--- config.mk ---
export PLATFORM = sky130hd
export DESIGN_NAME = eproc_in_frame_assembler
export DESIGN_NICKNAME = d
export VERILOG_FILES = /design/src/rtl/eproc_in_frame_assembler.sv
export SDC_FILE = /design/constraint.sdc
export NUM_CORES = 1
export LEC_CHECK = 0
export CAP_MARGIN = 30
export CORE_MARGIN = 10
export CORE_UTILIZATION = 50
export CTS_CLUSTER_DIAMETER = 50
export DETAILED_ROUTE_END_ITERATION = 16
export PLACE_DENSITY = 0.87
export SLEW_MARGIN = 20
export SYNTH_ARGS = -nofsm -noshare
export SYNTH_HDL_FRONTEND = slang
export SYNTH_SLANG_ARGS = --single-unit
--- constraint.sdc ---
create_clock -name bitCLK -period 3.4 [get_ports bitCLK]
set_clock_uncertainty 0.2 [all_clocks]
set_input_delay 0.68 -clock bitCLK [delete_from_list [all_inputs] [get_ports bitCLK]]
set_output_delay 0.68 -clock bitCLK [all_outputs]
set_load 0.01 [all_outputs]
--- src/rtl/eproc_in_frame_assembler.sv ---
// E-link receive frame assembler: delimits frames, packs bytes into 16-bit FIFO words.
// Optional statistics counters are enabled with `define FRAME_STATS_EN.
module eproc_in_frame_assembler #(
    parameter int unsigned MAX_LEN = 1024
) (
    input  logic        bitCLK,
    input  logic        rst,
    input  logic [9:0]  DATA_IN,
    input  logic        DATA_RDY,
    input  logic        fifo_full,
    output logic        wr_en,
    output logic [15:0] dout,
    output logic [1:0]  dout_ben,
    output logic        dout_sop,
    output logic        dout_eop,
    output logic        dout_err,
    output logic        overflow,
    output logic [15:0] frame_cnt,
    output logic [15:0] err_cnt
);

    typedef enum logic [1:0] {IDLE, IN_FRAME, DROP} state_t;

    localparam logic [1:0]  K_DATA  = 2'b00;
    localparam logic [1:0]  K_EOP   = 2'b01;
    localparam logic [1:0]  K_SOP   = 2'b10;
    localparam logic [15:0] MAX_LEN_W = 16'(MAX_LEN);

    state_t      state, state_n;
    logic [7:0]  hold, hold_n;
    logic        ptr, ptr_n;
    logic [15:0] len, len_n;
    logic        first, first_n;

    logic [1:0]  kind;
    logic [7:0]  sym;
    logic        wr_req, close, restart, frame_inc, err_inc;
    logic [15:0] w_data;
    logic [1:0]  w_ben;
    logic        w_sop, w_eop, w_err;

    assign kind = DATA_IN[9:8];
    assign sym  = DATA_IN[7:0];

    always_comb begin
        state_n   = state;
        hold_n    = hold;
        ptr_n     = ptr;
        len_n     = len;
        first_n   = first;
        wr_req    = 1'b0;
        close     = 1'b0;
        restart   = 1'b0;
        frame_inc = 1'b0;
        err_inc   = 1'b0;
        w_data    = '0;
        w_ben     = '0;
        w_sop     = 1'b0;
        w_eop     = 1'b0;
        w_err     = 1'b0;

        if (DATA_RDY) begin
            unique case (state)
                IDLE: begin
                    if (kind == K_SOP)
                        restart = 1'b1;
                    else if (kind == K_DATA || kind == K_EOP)
                        err_inc = 1'b1;
                end
                IN_FRAME: begin
                    case (kind)
                        K_DATA: begin
                            if (len < MAX_LEN_W) begin
                                len_n = len + 16'd1;
                                if (!ptr) begin
                                    hold_n = sym;
                                    ptr_n  = 1'b1;
                                end else begin
                                    wr_req  = 1'b1;
                                    w_data  = {sym, hold};
                                    w_ben   = 2'b11;
                                    w_sop   = first;
                                    first_n = 1'b0;
                                    ptr_n   = 1'b0;
                                end
                            end else begin
                                close   = 1'b1;
                                w_err   = 1'b1;
                                err_inc = 1'b1;
                                state_n = DROP;
                            end
                        end
                        K_EOP: begin
                            close     = 1'b1;
                            frame_inc = 1'b1;
                            state_n   = IDLE;
                        end
                        K_SOP: begin
                            close   = 1'b1;
                            w_err   = 1'b1;
                            err_inc = 1'b1;
                            restart = 1'b1;
                        end
                        default: ;
                    endcase
                end
                DROP: begin
                    if (kind == K_EOP)
                        state_n = IDLE;
                    else if (kind == K_SOP)
                        restart = 1'b1;
                end
                default: state_n = IDLE;
            endcase
        end

        // Closing word: flush a pending odd byte, otherwise an empty marker word.
        if (close) begin
            wr_req = 1'b1;
            w_eop  = 1'b1;
            w_sop  = first;
            w_data = {8'h00, ptr ? hold : 8'h00};
            w_ben  = {1'b0, ptr};
        end
        if (restart) begin
            state_n = IN_FRAME;
            ptr_n   = 1'b0;
            len_n   = '0;
            first_n = 1'b1;
        end
        // A lost mid-frame word poisons the rest of the frame.
        if (wr_req && fifo_full && !close) begin
            err_inc = 1'b1;
            state_n = DROP;
        end
    end

    always_ff @(posedge bitCLK) begin
        if (rst) begin
            state    <= IDLE;
            hold     <= '0;
            ptr      <= 1'b0;
            len      <= '0;
            first    <= 1'b0;
            wr_en    <= 1'b0;
            dout     <= '0;
            dout_ben <= '0;
            dout_sop <= 1'b0;
            dout_eop <= 1'b0;
            dout_err <= 1'b0;
            overflow <= 1'b0;
        end else begin
            state <= state_n;
            hold  <= hold_n;
            ptr   <= ptr_n;
            len   <= len_n;
            first <= first_n;
            wr_en <= wr_req && !fifo_full;
            if (wr_req && !fifo_full) begin
                dout     <= w_data;
                dout_ben <= w_ben;
                dout_sop <= w_sop;
                dout_eop <= w_eop;
                dout_err <= w_err;
            end
            if (wr_req && fifo_full)
                overflow <= 1'b1;
        end
    end

`ifdef FRAME_STATS_EN
    always_ff @(posedge bitCLK) begin
        if (rst) begin
            frame_cnt <= '0;
            err_cnt   <= '0;
        end else begin
            if (frame_inc && frame_cnt != 16'hFFFF)
                frame_cnt <= frame_cnt + 16'd1;
            if (err_inc && err_cnt != 16'hFFFF)
                err_cnt <= err_cnt + 16'd1;
        end
    end
`else
    logic stats_unused;
    assign stats_unused = frame_inc ^ err_inc;
    assign frame_cnt    = '0;
    assign err_cnt      = '0;
`endif

endmodule
==> flow_summary.toml, run 1 <==
[run_status]
status = "completed"

[placed_design]
numPortBuffers = 36
placement.cell_area_sq_mm = 0.00262
dp_slack_ns = 0.333
gp_congestion = 0.792
hpwl_um = 3850

[global_route]
grt_pass1_wl_um = 8200
grt_pass1_vias = 1744
grt_max_degree = 21
gr-usage-all-layers_pct = 13.1
overflow = 0
grt_antenna_before_repair = 0

[yosys]
synth_top_cell_area_share_pct = 44.2
synthArstFlopShare_pct = 0
synth.largest_area_cell = "dfxtp_1"
dominantRegCellSynth = "dfxtp_1"
synth_area_leaders = "dfxtp_1 44%, buf_4 10%, nor2_1 4.9%, a21oi_1 3.7%, nand2_1 3.3%"
syn_avg_cell_area_sq_um = 8.81
ys.warnings.count = 0
ys_types = 35
synth-seq-cells = 51
synth_edf_count = 0
syn_inst = 262
ys_seq_area_share_pct = 44.2
syn_area_sq_mm = 0.00231

[final_layout]
num-nets-final = 318
drive_above_1_share_pct = 8.33
postLayoutCellArea_sq_mm = 0.00270
syn_to_final_growth_pct = 16.9
num_antenna_cells = 0

[timing]
slew_headroom_pct = 55.6
slew_violations = 0
hold_viol = 0
worstMarginPinSlew_ns = 0.666
timing.final.ws_setup_ns = 0.621
rsz0062_at_grt = "false"
clock.fmax_mhz = 360
finalCritPeriodShare_pct = 81.7
tns_ns = 0
setup_viol = 0
holdWs_ns = 0.271
period_minus_slack_ns = 2.78

[drt]
post-route-drc-count = 0
totalWireLength_um = 5110
via_per_inst = 5.17
drtPass1Iterations = 5
dr_total_vias = 1819
wl_per_cell_um = 14.5
drtAntennaViolNets = 0
drt_first_iter_violations = 110

[pwr]
powerDensity_mw_per_mm2 = 372
leakage_nw = 1.04
irDropWorstVdd_mv = 0.265

[floorplanning]
die_h_um = 87.9
core_sq_mm = 0.00441
rows = 24
ios = 69
dieArea_sq_mm = 0.00773
die-width_um = 87.9
start_util_pct = 52.3

[clocking]
clk_pin_slew_ns = 0.08
htreeDepth = 2
clk-insertion-delay-late_ns = 0.30
cts.sinks = 51
cts_tree = "yes"
ctsHoldBuffers = 0
cts_setup_buffers = 0
cts_root_buf = "clkbuf_8"
clk_path_buf_depth = 2
cts_buffers = 5
cts-resized-gates = 0

[critical_path]
timing_worst_setup_path_type = "in2reg"
cp-start-kind = "primary input"
crit_path_start = "DATA_IN[9]"
worst_ep_required_time_ns = 3.43
rr_endpoint = "dout_err"
endpoint = "hold[1]"
cp.arrival_ns = 2.81
reg2regPathDepth = 5
cp_max_fo = 15
cp-end-kind = "register"
r2r-start = "len[10]"
r2r_slack_ns = 1.20

[flow_run]
cap_violations = 0

[min_path]
hp-class = "reg2reg"
[layout make-up]
class / instances / area, sq um
Sequential cell: 51 / 1020
Multi-Input combinational cell: 193 / 1100
Clock inverter: 1 / 5.00
Fill cell: 372 / 1720
Clock buffer: 7 / 76.3
Timing Repair Buffer: 42 / 405
Tap cell: 52 / 65.1
Inverter: 6 / 22.5
[logic make-up after synthesis]
logic type / Yosys count / synth area share [%]
AO/OA/AOI/OAI: 52 / 14.6
XOR/XNOR: 10 / 3.79
adder cells (fa/ha/maj): 5 / 2.71
buffers and inverters: 49 / 13.3
flip-flops: 51 / 44.2
other: 1 / 0.162
AND/OR/NAND/NOR: 94 / 21.2
[worst max-delay path: stages]
cell	delay, ns
clkdlybuf4s50_1	0.46
inv_1	0.10
ha_1	0.29
and4b_1	0.30
nand3_1	0.10
buf_4	0.21
nor2_1	0.40
nand2_1	0.13
a21oi_1	0.15
[layout by cell type, fill, tap and decap left out, types with 2 or more instances in the layout]
cell type	n
and3_1	4
a22oi_1	8
a21o_1	2
clkbuf_1	2
inv_1	6
a31oi_1	3
ha_1	5
nand4_1	6
nor3b_1	9
o21ai_0	9
xor2_1	5
conb_1	32
a31o_2	8
nor2_1	30
dfxtp_1	51
xnor2_1	5
a211o_1	2
nand2_1	20
clkdlybuf4s50_1	36
a21oi_1	17
clkbuf_8	5
and2_1	5
nand2b_1	2
buf_4	6
nand3_1	6
nor3_1	5
[metrics by stage]
stage                     power [mW]  instances  utilization (%)
final                           1.00        352             61.1
after global routing            1.04        352             61.1
after CTS                       1.01        352             61.1
after detailed placement       0.689        344             59.3
after global placement         0.687        344             59.3
after floorplan                0.687        293                -
[state kept, by name, indices dropped and copies added (netlist names), 2 cells and up]
name and count:
dout 16, hold 8, len 16, dout_ben 2, state 2
[Yosys cell counts (6+ instances only)]
library cell,instances
clkbuf_1,9
a22oi_1,8
inv_1,6
a21oi_1,17
dfxtp_1,51
nand4_1,6
nor3b_1,9
nor2_1,30
buf_4,32
nand3_1,6
a31o_2,8
o21ai_0,9
nand2_1,20
[report_power, final]
part	switching (mW)	total, mW	leakage (nW)	internal (mW)
registers	0.00261	0.602	0.411	0.599
logic	0.0493	0.0752	0.587	0.0259
clock network	0.182	0.327	0.0422	0.145
[layer usage]
| metal | track usage, % | wire length, um | up-vias |
|---|---|---|---|
| li1 | - | - | 911 |
| met1 | 16.2 | 2150 | 828 |
| met2 | 19.9 | 2270 | 75 |
| met3 | 4.74 | 606 | 5 |
| met4 | 5.65 | 82 | 0 |
| met5 | 0 | 0 | - |
[worst min-delay path by stage]
stage	startpoint	endpoint	slack (ns)	cells past startpoint
after floorplan	len[14]	len[14]	0.23	1
after global placement	len[14]	len[14]	0.24	1
after detailed placement	len[14]	len[14]	0.25	1
after CTS	len[14]	len[14]	0.27	1
after global routing	dout_err	dout_err	0.29	2
final	len[14]	len[14]	0.27	1
Note: power is estimated with default switching activity, not from simulation.
==> inputs of run 2 (changes only) <==
--- a/config.mk
+++ b/config.mk
@@ -7,10 +7,10 @@
 export LEC_CHECK = 0
 export CAP_MARGIN = 30
 export CORE_MARGIN = 10
-export CORE_UTILIZATION = 50
+export CORE_UTILIZATION = 42
 export CTS_CLUSTER_DIAMETER = 50
 export DETAILED_ROUTE_END_ITERATION = 16
-export PLACE_DENSITY = 0.87
+export PLACE_DENSITY = 0.78
 export SLEW_MARGIN = 20
 export SYNTH_ARGS = -nofsm -noshare
 export SYNTH_HDL_FRONTEND = slang
==> constraint.sdc (replaced) <==
create_clock -name bitCLK -period 2.5 [get_ports bitCLK]
set_clock_uncertainty 0.2 [all_clocks]
set_input_delay 0.5 -clock bitCLK [delete_from_list [all_inputs] [get_ports bitCLK]]
set_output_delay 0.5 -clock bitCLK [all_outputs]
set_load 0.01 [all_outputs]
==> flow_summary.toml, run 2 (synthesis results as in run 1) <==
[clocking]
cts_tree = "yes"
cts_root_buf = "clkbuf_8"
cts-resized-gates = 0
cts_buffers = 5
cts_setup_buffers = 0
clk_pin_slew_ns = 0.08
cts.sinks = 51
htreeDepth = 2
ctsHoldBuffers = 0
clk-insertion-delay-late_ns = 0.30
clk_path_buf_depth = 2

[drt]
wl_per_cell_um = 13.8
via_per_inst = 4.92
totalWireLength_um = 5360
drtPass1Iterations = 5
dr_total_vias = 1905
post-route-drc-count = 0
drtAntennaViolNets = 0
drt_first_iter_violations = 135

[min_path]
min_from = "dout_sop"
hp-class = "reg2reg"
worst_hold_path.endpoint = "dout_sop"
holdPathStages = 2

[pwr]
p_seq_share_pct = 57.1
swShare_pct = 24.1
internal-power_mw = 1.09
p_clk_share_pct = 34.7
p_switching_uw = 345
pwr-share-comb_pct = 8.2
powerDensity_mw_per_mm2 = 500
irDropWorstVdd_mv = 0.372
leakage_nw = 1.13

[flow_run]
cap_violations = 0

[final_layout]
reg.largest.list = "dout: 16 flops, len: 16 flops, hold: 8 flops"
syn_to_final_growth_pct = 24.2
num-nets-final = 335
layout_common_cells = "51 x dfxtp_1, 36 x clkdlybuf4s50_1, 32 x conb_1"
layout.cells.most_common = "dfxtp_1"
num_antenna_cells = 0
multi_input_area_sq_mm = 0.00110
regArea_sq_mm = 0.00102
fin_cells = 387
n_fill_cell = 482
drive_above_1_share_pct = 13.9

[placed_design]
gp_congestion = 0.829
numPortBuffers = 36
dp_slack_ns = -0.191
hpwl_um = 4090
placedCellCount = 379

[timing]
clock.fmax_mhz = 421
setup_viol = 0
period_minus_slack_ns = 2.37
finalCritPeriodShare_pct = 94.9
rsz0062_at_grt = "false"
holdWs_ns = 0.267
timing.final.ws_setup_ns = 0.127
hold_viol = 0
slew_violations = 0

[global_route]
grt_antenna_before_repair = 0
overflow = 0
grt_pass1_wl_um = 8650
gr-usage-all-layers_pct = 11.8
grt_pass1_vias = 1910
grt_max_degree = 28

[critical_path]
r2r-start = "len[10]"
crit_chain = "clkdlybuf4s50_1 -> buf_4 -> ha_1 -> a211o_1 -> a311o_1 -> or3_1 -> a21oi_1"
crit_path_max_incr_delay_ns = 0.42
cp.arrival_ns = 2.41
r2r_slack_ns = 0.34
cp_max_fo = 3
cp-end-kind = "register"
worst_ep_required_time_ns = 2.53
critical-path-slowest-cell = "clkdlybuf4s50_1"
timing_worst_setup_path_type = "in2reg"
rr_endpoint = "dout_err"
cp-start-kind = "primary input"
reg2regPathDepth = 5

[run_status]
status = "completed"

[floorplanning]
start_util_pct = 44.4
ios = 69
dieArea_sq_mm = 0.00886
die-width_um = 94.1
die_h_um = 94.1
core_sq_mm = 0.00520
rows = 26
## run 2: changes by cell type in the layout (fill, tap and decap cells not counted), sizes merged
cell / delta
buf: +17
clkbuf: -1
clkinvlp: +1
## run 2: power groups by stage
stage	clock network, mW	registers, mW	logic (mW)
floorplan	0	0.837	0.0972
global placement	0	0.837	0.114
detailed placement	0	0.837	0.114
CTS	0.507	0.818	0.115
global route	0.539	0.819	0.129
finish	0.498	0.818	0.118
## run 2: worst max path at each step
stage / start / end / slack [ns] / cells after the start
after global routing: DATA_IN[8] / dout[10] / 0.01 / 9
after floorplan: DATA_IN[8] / dout[10] / 0.26 / 8
after global placement: DATA_IN[8] / dout[6] / -0.16 / 8
final: DATA_IN[8] / dout_err / 0.13 / 7
after detailed placement: DATA_IN[8] / dout[8] / -0.19 / 8
after CTS: DATA_IN[8] / dout[9] / 0.11 / 9
## run 2: final cells by class
class / instances / share of cell area (%)
Clock buffer: 6 / 2.88
Clock inverter: 2 / 0.567
Inverter: 6 / 0.786
Multi-Input combinational cell: 193 / 38.5
Sequential cell: 51 / 35.6
Tap cell: 70 / 3.06
Timing Repair Buffer: 59 / 18.6
## run 2: critical path: cells and delay by family
kind	cells	cell delay, ns
AOI/OAI and AO/OA	3	0.76
buffers and inverters	2	0.56
and+or+nand+nor	1	0.36
adders and majority gates	1	0.22
## run 2: metrics by stage
| stage | utilization (%) | setup TNS (ns) | cell area (sq um) | total power [mW] |
|---|---|---|---|---|
| finish | 55.1 | 0 | 2870 | 1.43 |
| CTS | 55.1 | 0 | 2870 | 1.44 |
| global route | 55.1 | 0 | 2870 | 1.49 |
| global placement | 53.2 | -3.21 | 2770 | 0.952 |
| detailed placement | 53.2 | -3.79 | 2770 | 0.952 |
| floorplan | - | 0 | 2420 | 0.934 |
## run 2: layer usage
metal	global-route usage, %	up-vias	part of all wire [%]
li1	-	945	-
met1	14.1	873	41
met2	19.8	82	47
met3	2.48	5	10
met4	5.44	0	1.1
met5	0	-	0
